--- config.mk ---
export PLATFORM = sky130hd
export DESIGN_NAME = master_port
export DESIGN_NICKNAME = d
export VERILOG_FILES = /design/src/rtl/master_port.sv
export SDC_FILE = /design/constraint.sdc
export NUM_CORES = 1
export LEC_CHECK = 0
export ABC_AREA = 1
export BUFFER_PORTS_ARGS = -buffer_cell sky130_fd_sc_hd__buf_2
export CORE_MARGIN = 5
export CORE_UTILIZATION = 51
export CTS_CLUSTER_SIZE = 20
export DETAILED_ROUTE_END_ITERATION = 8
export PLACE_DENSITY = 0.75
export SLEW_MARGIN = 20
export SYNTH_ARGS = -nofsm -noshare
export SYNTH_HDL_FRONTEND = slang
export SYNTH_SLANG_ARGS = --single-unit
--- constraint.sdc ---
create_clock -name clk -period 1.4 [get_ports clk]
set_input_delay 0.14 -clock clk [delete_from_list [all_inputs] [get_ports clk]]
set_output_delay 0.14 -clock clk [all_outputs]
set_load 0.01 [all_outputs]
--- src/rtl/master_port.sv ---
// Bit-serial bus master: serialises one parallel request (address, then write data) LSB-first and deserialises read data.
// Optional read-wait watchdog enabled by defining MASTER_PORT_TIMEOUT_EN.
module master_port #(
    parameter int ADDR_WIDTH     = 12,
    parameter int DATA_WIDTH     = 8,
    parameter int TIMEOUT_CYCLES = 255
) (
    input  logic                  clk,
    input  logic                  rst,
    input  logic                  dvalid,
    output logic                  dready,
    input  logic                  dmode,
    input  logic [ADDR_WIDTH-1:0] daddr,
    input  logic [DATA_WIDTH-1:0] dwdata,
    output logic [DATA_WIDTH-1:0] drdata,
    output logic                  ddone,
    output logic                  derr,
    output logic                  swdata,
    input  logic                  srdata,
    output logic                  smode,
    output logic                  mvalid,
    input  logic                  svalid,
    input  logic                  sready
);

    localparam int MAXW = (ADDR_WIDTH > DATA_WIDTH) ? ADDR_WIDTH : DATA_WIDTH;
    localparam int CW   = $clog2(MAXW) + 1;
    localparam logic [CW-1:0] ALAST = CW'(ADDR_WIDTH - 1);
    localparam logic [CW-1:0] DLAST = CW'(DATA_WIDTH - 1);

    if (ADDR_WIDTH < 1 || DATA_WIDTH < 2 || TIMEOUT_CYCLES < 1) begin : g_param_check
        $error("master_port: unsupported parameter values");
    end

    typedef enum logic [2:0] {
        IDLE,
        WAIT_RDY,
        ADDR,
        WDATA,
        RWAIT,
        RDATA,
        DONE
    } state_t;

    state_t                state;
    logic                  mode;
    logic [CW-1:0]         cnt;
    logic [ADDR_WIDTH-1:0] asr;
    logic [DATA_WIDTH-1:0] wsr;
    logic [DATA_WIDTH-2:0] rsr;
    logic [DATA_WIDTH-1:0] rnext;

`ifdef MASTER_PORT_TIMEOUT_EN
    localparam int WW = $clog2(TIMEOUT_CYCLES + 1);
    localparam logic [WW-1:0] WLAST = WW'(TIMEOUT_CYCLES - 1);
    logic [WW-1:0] wdog;
`endif

    // Incoming bit lands at the MSB; after DATA_WIDTH samples bit 0 has reached the LSB.
    assign rnext = {srdata, rsr};

    always_ff @(posedge clk or posedge rst) begin
        if (rst) begin
            state  <= IDLE;
            mode   <= 1'b0;
            cnt    <= '0;
            asr    <= '0;
            wsr    <= '0;
            rsr    <= '0;
            dready <= 1'b1;
            ddone  <= 1'b0;
            derr   <= 1'b0;
            drdata <= '0;
            swdata <= 1'b0;
            smode  <= 1'b0;
            mvalid <= 1'b0;
`ifdef MASTER_PORT_TIMEOUT_EN
            wdog   <= '0;
`endif
        end else begin
            ddone <= 1'b0;
            case (state)
                IDLE: begin
                    if (dvalid && dready) begin
                        mode   <= dmode;
                        asr    <= daddr;
                        wsr    <= dwdata;
                        dready <= 1'b0;
                        state  <= WAIT_RDY;
                    end
                end
                WAIT_RDY: begin
                    if (sready) begin
                        mvalid <= 1'b1;
                        smode  <= mode;
                        swdata <= asr[0];
                        asr    <= {1'b0, asr[ADDR_WIDTH-1:1]};
                        cnt    <= '0;
                        state  <= ADDR;
                    end
                end
                ADDR: begin
                    if (cnt == ALAST) begin
                        cnt <= '0;
                        if (mode) begin
                            swdata <= wsr[0];
                            wsr    <= {1'b0, wsr[DATA_WIDTH-1:1]};
                            state  <= WDATA;
                        end else begin
                            mvalid <= 1'b0;
                            swdata <= 1'b0;
                            state  <= RWAIT;
`ifdef MASTER_PORT_TIMEOUT_EN
                            wdog   <= '0;
`endif
                        end
                    end else begin
                        swdata <= asr[0];
                        asr    <= {1'b0, asr[ADDR_WIDTH-1:1]};
                        cnt    <= cnt + CW'(1);
                    end
                end
                WDATA: begin
                    if (cnt == DLAST) begin
                        mvalid <= 1'b0;
                        swdata <= 1'b0;
                        ddone  <= 1'b1;
                        derr   <= 1'b0;
                        state  <= DONE;
                    end else begin
                        swdata <= wsr[0];
                        wsr    <= {1'b0, wsr[DATA_WIDTH-1:1]};
                        cnt    <= cnt + CW'(1);
                    end
                end
                RWAIT: begin
                    // The first svalid cycle already carries bit 0, so RDATA resumes counting at 1.
                    if (svalid) begin
                        rsr   <= rnext[DATA_WIDTH-1:1];
                        cnt   <= CW'(1);
                        state <= RDATA;
                    end
`ifdef MASTER_PORT_TIMEOUT_EN
                    else if (wdog == WLAST) begin
                        ddone  <= 1'b1;
                        derr   <= 1'b1;
                        drdata <= '0;
                        state  <= DONE;
                    end else begin
                        wdog <= wdog + WW'(1);
                    end
`endif
                end
                RDATA: begin
                    if (svalid) begin
                        if (cnt == DLAST) begin
                            drdata <= rnext;
                            ddone  <= 1'b1;
                            derr   <= 1'b0;
                            state  <= DONE;
                        end else begin
                            rsr <= rnext[DATA_WIDTH-1:1];
                            cnt <= cnt + CW'(1);
                        end
                    end
                end
                DONE: begin
                    dready <= 1'b1;
                    state  <= IDLE;
                end
                default: begin
                    state <= IDLE;
                end
            endcase
        end
    end

endmodule

==> results.toml, run 1 <==
[sta]
max_freq_ghz = 0.661
setup_viol = 31
rsz0062_at_grt = "yes"
fin_worst_skew_ns = 0.00759
period_share_pct = 108
hold_viol_final = 0
timing.final.ws_setup_ns = -0.114
final.min_clock_period_ns = 1.51
report.final.slew_viol_count = 0

[cts]
clock-sinks = 49
cts.path.max_buffers = 2
clk_pin_slew_worst_paths_ns = 0.09
clkLatencyLatePin_ns = 0.31
clockRootBuffer = "clkbuf_8"
tritoncts = "built"
htreeDepth = 2
cts_buffers = 5

[route]
remaining_drc_errors = 0
firstDrtPassIters = 5
num_vias = 2592
first_iter_violations = 165
wl_per_cell_microns = 13.7
via_per_inst = 5.09
wl_mm = 6.99
ant_nets = 0

[layout]
final_area_sq_um = 3660
area_growth_pct = 33.4
nNetsFinal = 466
num_antenna_cells = 0
drive_above_1_share_pct = 40.3

[pwr]
p_leak_nw = 1.96
ir_drop_mv = 1.30
p_per_area_nw_per_um2 = 2220

[grt]
antenna_found_initial = 0
grt_max_degree = 50
grt_pass1_vias = 2383
grt_use_met1_pct = 24.8
grt_busiest_layer = "met2"
grt.met2_usage_pct = 30.7
grt_util_met3_pct = 4.36
grt_overflow_total = 0
grt_first_pass_wirelength_mm = 11.0
grt_util_all_layers_pct = 19.1

[logic_synthesis]
postSynth.asyncResetShare_pct = 100
synthFlopType = "dfrtp_1"
ys_seq_area_share_pct = 44.7
synth_enable_flop_cells = 0
synthCells = 359
syn_area_sq_um = 2740
synth.distinct_cells = 27
synth_seq_cells = 49
synth.yosys.warnings = 0
synth.avg_cell_area_sq_um = 7.64
synth.net_count = 387

[outcome]
violations = "setup timing"
outcome = "finished, violations left"

[floorplanning]
ios = 41
fp.dieH_microns = 83.4
initial_utilization_pct = 53.0
dieArea_sq_um = 6950
die_x_microns = 83.4
fp.coreArea_sq_um = 5170
num_rows = 26

[worst_setup_path]
worst_path_max_delay_cell = "dfrtp_1"
crit_fanout = 11
crit_required_ns = 1.61
crit_type = "flip-flop to flip-flop"
crit_path_end_kind = "flip-flop"
worst-path-buf-inv = 3
path_delay_family = "flip-flops"
crit_path_frequent_cell = "nand2_1"
startpoint_type = "flip-flop"
crit_arrival_ns = 1.72
path_cells = "inv_2, nand2_4, nor2_8, buf_6, buf_4, o21ai_0, nand2_1, nand3_2, nand2_1"
max_stage_delay_ns = 0.43

[placed_design]
routabilityCongestion = 0.899
dp_slack_ns = -0.148
dpl.hpwl_mm = 4.45
place_area_sq_um = 3220
portBuffers = 39

[job]
cap_violations = 0

[worst_hold_path]
hold_class = "input pin to flip-flop"
area by class of cell:
class,instances,area [sq um]
clock buffers,5,68.8
clock inverters,3,43.8
fillers,393,1510
inverters,35,141
multi-input cells,266,1500
flip-flops and latches,49,1230
well taps,70,87.6
repair buffers,81,586
stage by stage:
| stage | setup TNS, ns | utilization [%] | power (mW) | cells | hold slack [ns] |
|---|---|---|---|---|---|
| after floorplan | 0 | - | 4.98 | 359 | 0.264 |
| after global placement | -2.75 | 62.2 | 6.10 | 485 | 0.200 |
| after detailed placement | -3.19 | 62.2 | 6.17 | 485 | 0.206 |
| after CTS | -0.126 | 67.3 | 7.61 | 503 | 0.0526 |
| after global routing | -4.13 | 70.8 | 8.75 | 509 | 0.0585 |
| final | -0.705 | 70.8 | 8.14 | 509 | 0.0489 |
cells by family after synthesis:
family | after synthesis | share of synthesized area, %
other cells | 1 | 0.137
buf+inv | 48 | 8.53
simple gates | 206 | 34.7
flops | 49 | 44.7
fa+ha+maj | 1 | 0.456
xor+xnor | 1 | 0.319
compound gates | 53 | 11.2
synth_stat cells (2+ instances only):
cell type | count | area share, %
nand2_2 | 7 | 1.6
buf_2 | 4 | 0.73
nand2_1 | 140 | 19
nor2_2 | 5 | 1.1
inv_1 | 29 | 4.0
nor2_8 | 2 | 1.5
nand2_4 | 5 | 2.1
o21ai_2 | 8 | 2.6
buf_6 | 4 | 1.6
a22oi_1 | 2 | 0.55
o21ai_1 | 11 | 2.0
nor2_1 | 18 | 2.5
buf_4 | 5 | 1.4
nor2_4 | 3 | 1.2
dfrtp_1 | 48 | 44
o21ai_0 | 29 | 5.3
inv_2 | 6 | 0.82
nand3_2 | 2 | 0.73
nand3_1 | 23 | 4.2
layer usage:
metal	part of all wire, %	wire length, microns	up-vias
met5	0	0	-
met4	2.4	167	0
met3	4.7	331	19
met2	49	3430	79
met1	44	3060	1203
li1	-	-	1291
power by group:
group	switching [mW]	leakage, nW	internal (mW)
clock network	0.509	0.0585	0.536
registers	0.322	0.632	1.92
logic	2.86	1.27	1.99
total	3.69	1.96	4.45
cells in the final DEF (no fill, tap or decap), types with 2 or more instances in the layout:
| cell | count |
|---|---|
| a22oi_1 | 2 |
| buf_4 | 31 |
| inv_2 | 8 |
| nand3_1 | 15 |
| dfrtp_2 | 3 |
| buf_6 | 6 |
| nand3_2 | 12 |
| inv_4 | 2 |
| buf_2 | 39 |
| nor2_2 | 10 |
| nor2_4 | 8 |
| inv_1 | 24 |
| nor2_1 | 8 |
| clkbuf_8 | 5 |
| inv_6 | 2 |
| buf_12 | 4 |
| o21ai_1 | 13 |
| o21ai_2 | 8 |
| nor2_8 | 2 |
| o21ai_0 | 26 |
| nand2_1 | 124 |
| dfrtp_1 | 45 |
| nand2_4 | 10 |
| nand2_2 | 20 |
final timing paths:
| path | slack, ns | startpoint | to | depth (start not counted) |
|---|---|---|---|---|
| worst max-delay path | -0.11 | state[2] | asr[1] | 9 |
| min in group asynchronous | 0.40 | rst | drdata[2] | 4 |
| worst min register to register | 0.48 | asr[9] | asr[9] | 2 |
| worst min-delay path | 0.05 | dwdata[7] | wsr[7] | 3 |
| worst max register to register | -0.11 | state[2] | asr[1] | 9 |
| max in group asynchronous | 0.72 | rst | dready | 4 |
repair_timing:
item,4_1_cts,5_1_grt
gates cloned,1,3
endpoints found under the setup margin,40,45
hold buffers,1,0
pin swaps,8,20
hold endpoints to repair,48,0
resized for setup,27,37
buffers inserted,8,4
registers in the layout, indices dropped and copies added (netlist names):
signal / count
drdata: 8
mode: 1
mvalid: 1
ddone: 1
asr: 12
cnt: 5
wsr: 8
dready: 1
smode: 1
rsr: 7
state: 3
swdata: 1
tightest hold or removal path, stage by stage:
cell	delay [ns]
buf_2	0.09
nand3_2	0.06
nand2_1	0.05
No activity file was read; power rests on OpenSTA's default activity.
==> run 2, diff against run 1 <==
Settings changed: ABC_AREA 1 to default, CORE_UTILIZATION 51 to 50.
==> results.toml, run 2 <==
[worst_setup_path]
reg2reg_depth = 6
crit_required_ns = 1.59
rrSetupSlack_ns = -0.31
timing.rr.start = "cnt[0]"
cp-endpoint = "cnt[0]"
crit_fanout = 5
worst_path_max_delay_cell = "dfrtp_1"
crit_type = "flip-flop to flip-flop"
crit_path_end_kind = "flip-flop"
max_stage_delay_ns = 0.42
crit_start = "cnt[0]"
startpoint_type = "flip-flop"
crit_arrival_ns = 1.90
r2r-end = "cnt[0]"
path_cells = "ha_4, and4bb_2, buf_4, a22oi_2, o22ai_1, a21o_1"

[cts]
cts.path.max_buffers = 2
clockRootBuffer = "clkbuf_8"
clk_pin_slew_worst_paths_ns = 0.09
tritoncts = "built"
clock-sinks = 49
cts_buffers = 5
htreeDepth = 2
clkLatencyLatePin_ns = 0.30

[placed_design]
dpl.hpwl_mm = 4.14
place_area_sq_um = 3100
portBuffers = 39
routabilityCongestion = 0.944

[pwr]
power_mw = 2.57
ir_drop_mv = 0.603
p_leak_nw = 1.71
p_per_area_nw_per_um2 = 719

[route]
via_per_inst = 5.65
wl_mm = 6.59
ant_nets = 0
wl_per_cell_microns = 18.2
num_vias = 2039
firstDrtPassIters = 4
first_iter_violations = 144
remaining_drc_errors = 0

[sta]
rsz0062_at_grt = "yes"
report.final.slew_viol_count = 0
final.min_clock_period_ns = 1.71
setup_viol = 48
fin_worst_skew_ns = 0.0101
timing.final.ws_setup_ns = -0.308
period_share_pct = 122
max_freq_ghz = 0.586
hold_viol_final = 0

[layout]
fin_util_pct = 74.6
num_antenna_cells = 0
final_area_sq_um = 3570
multi_input_area_sq_um = 1490
final_common_cell = "dfrtp_1"
area_growth_pct = 43.4
drive_above_1_share_pct = 62.9
layout_common_cells = "dfrtp_1, buf_2, buf_4, mux2_4, mux2_2"
regArea_sq_um = 1230
nNetsFinal = 321
largest_register = "asr"
largest_reg_flops = 12
nFillCells = 328
reg.largest.list = "asr: 12 flops, drdata: 8 flops, wsr: 8 flops"

[worst_hold_path]
hold_class = "input pin to flip-flop"

[logic_synthesis]
synth.most_common_cell = "dfrtp_1"
synthFlopType = "dfrtp_1"
synth.yosys.warnings = 0
syn_area_sq_um = 2490
synth_enable_flop_cells = 0
synth.top_cell.area_share_pct = 48.2
synth_largest_area_cell = "dfrtp_1"
synth.avg_cell_area_sq_um = 11.7
ys_seq_area_share_pct = 49.3
netlist_top_cells_count = "dfrtp_1, mux2_2, nand2_1"
synth.net_count = 240
synth_seq_cells = 49
postSynth.asyncResetShare_pct = 100
synth.distinct_cells = 58
yosys-top-cells-area = "dfrtp_1, mux2_2, o221a_2"
synthCells = 212

[grt]
grt_util_all_layers_pct = 20.1
antenna_found_initial = 0
grt_max_degree = 23
grt_overflow_total = 0
grt_first_pass_wirelength_mm = 9.90
grt_pass1_vias = 2033

[floorplanning]
die_x_microns = 80.6
ios = 41
fp.coreArea_sq_um = 4790
num_rows = 25
fp.dieH_microns = 80.6
initial_utilization_pct = 52.0
dieArea_sq_um = 6490

[outcome]
violations = "setup timing"
outcome = "finished, violations left"

[job]
cap_violations = 0
[run 2: worst min path at each step]
stage | from | cells after the start | end | slack (ns)
5_1_grt | dmode | 2 | mode | 0.05
3_5_place_dp | rst | 2 | asr[7] | 0.19
6_report | dmode | 2 | mode | 0.08
2_1_floorplan | srdata | 1 | drdata[7] | 0.29
4_1_cts | dmode | 2 | mode | 0.07
3_3_place_gp | rst | 2 | asr[8] | 0.19
[run 2: repair_timing]
item | in CTS | in global routing
setup endpoints to repair | 48 | 49
resized for setup | 37 | 26
setup buffers | 5 | 5
gates cloned | 1 | 0
endpoints found under the hold margin | 19 | 0
pin swaps | 14 | 12
hold buffers | 1 | 0
[run 2: stage by stage]
| stage | hold slack [ns] | TNS, ns | instances | worst slack, ns |
|---|---|---|---|---|
| 3_3_place_gp | 0.188 | -11.20 | 342 | -0.315 |
| 5_1_grt | 0.0545 | -14.79 | 361 | -0.382 |
| 4_1_cts | 0.0675 | -10.95 | 357 | -0.302 |
| 3_5_place_dp | 0.194 | -12.44 | 342 | -0.352 |
| 6_report | 0.0768 | -11.86 | 361 | -0.308 |
| 2_1_floorplan | 0.289 | -6.56 | 212 | -0.220 |
[run 2: cells by family after synthesis]
group | after synthesis | share of synthesized area (%)
simple gates | 57 | 14.0
flops | 49 | 49.3
xor+xnor | 2 | 0.704
other cells | 1 | 0.151
fa+ha+maj | 1 | 0.502
compound gates | 45 | 13.8
mux | 40 | 18.0
buf+inv | 17 | 3.57
[run 2: layer usage]
| layer | GRT usage, % | part of all wire [%] | up-vias |
|---|---|---|---|
| met3 | 4.37 | 4.3 | 15 |
| met4 | 7.26 | 1.7 | 0 |
| met5 | 0 | 0 | - |
| met2 | 33.6 | 52 | 56 |
| met1 | 25.4 | 42 | 1019 |
| li1 | - | - | 949 |
[run 2: final cells by class]
type | count | share of cell area [%]
clock inverter | 1 | 0.841
clock buffer | 7 | 2.42
sequential | 49 | 34.5
inverter | 5 | 0.631
timing repair buffer | 85 | 17.6
multi-input combinational | 147 | 41.7
tap | 67 | 2.35
[run 2: worst max-delay path, delay by kind of cell, from the launching register on]
kind	cells	cell delay [ns]
buffers and inverters	1	0.14
flip-flops	1	0.42
AND/OR/NAND/NOR	1	0.24
adder cells (fa/ha/maj)	1	0.19
AO/OA/AOI/OAI	3	0.60
[run 2: where the power goes]
group	internal, mW	switching, mW	leakage, nW
clock network	0.583	0.464	0.0585
logic	0.0571	0.0486	1.01
registers	1.41	0	0.646
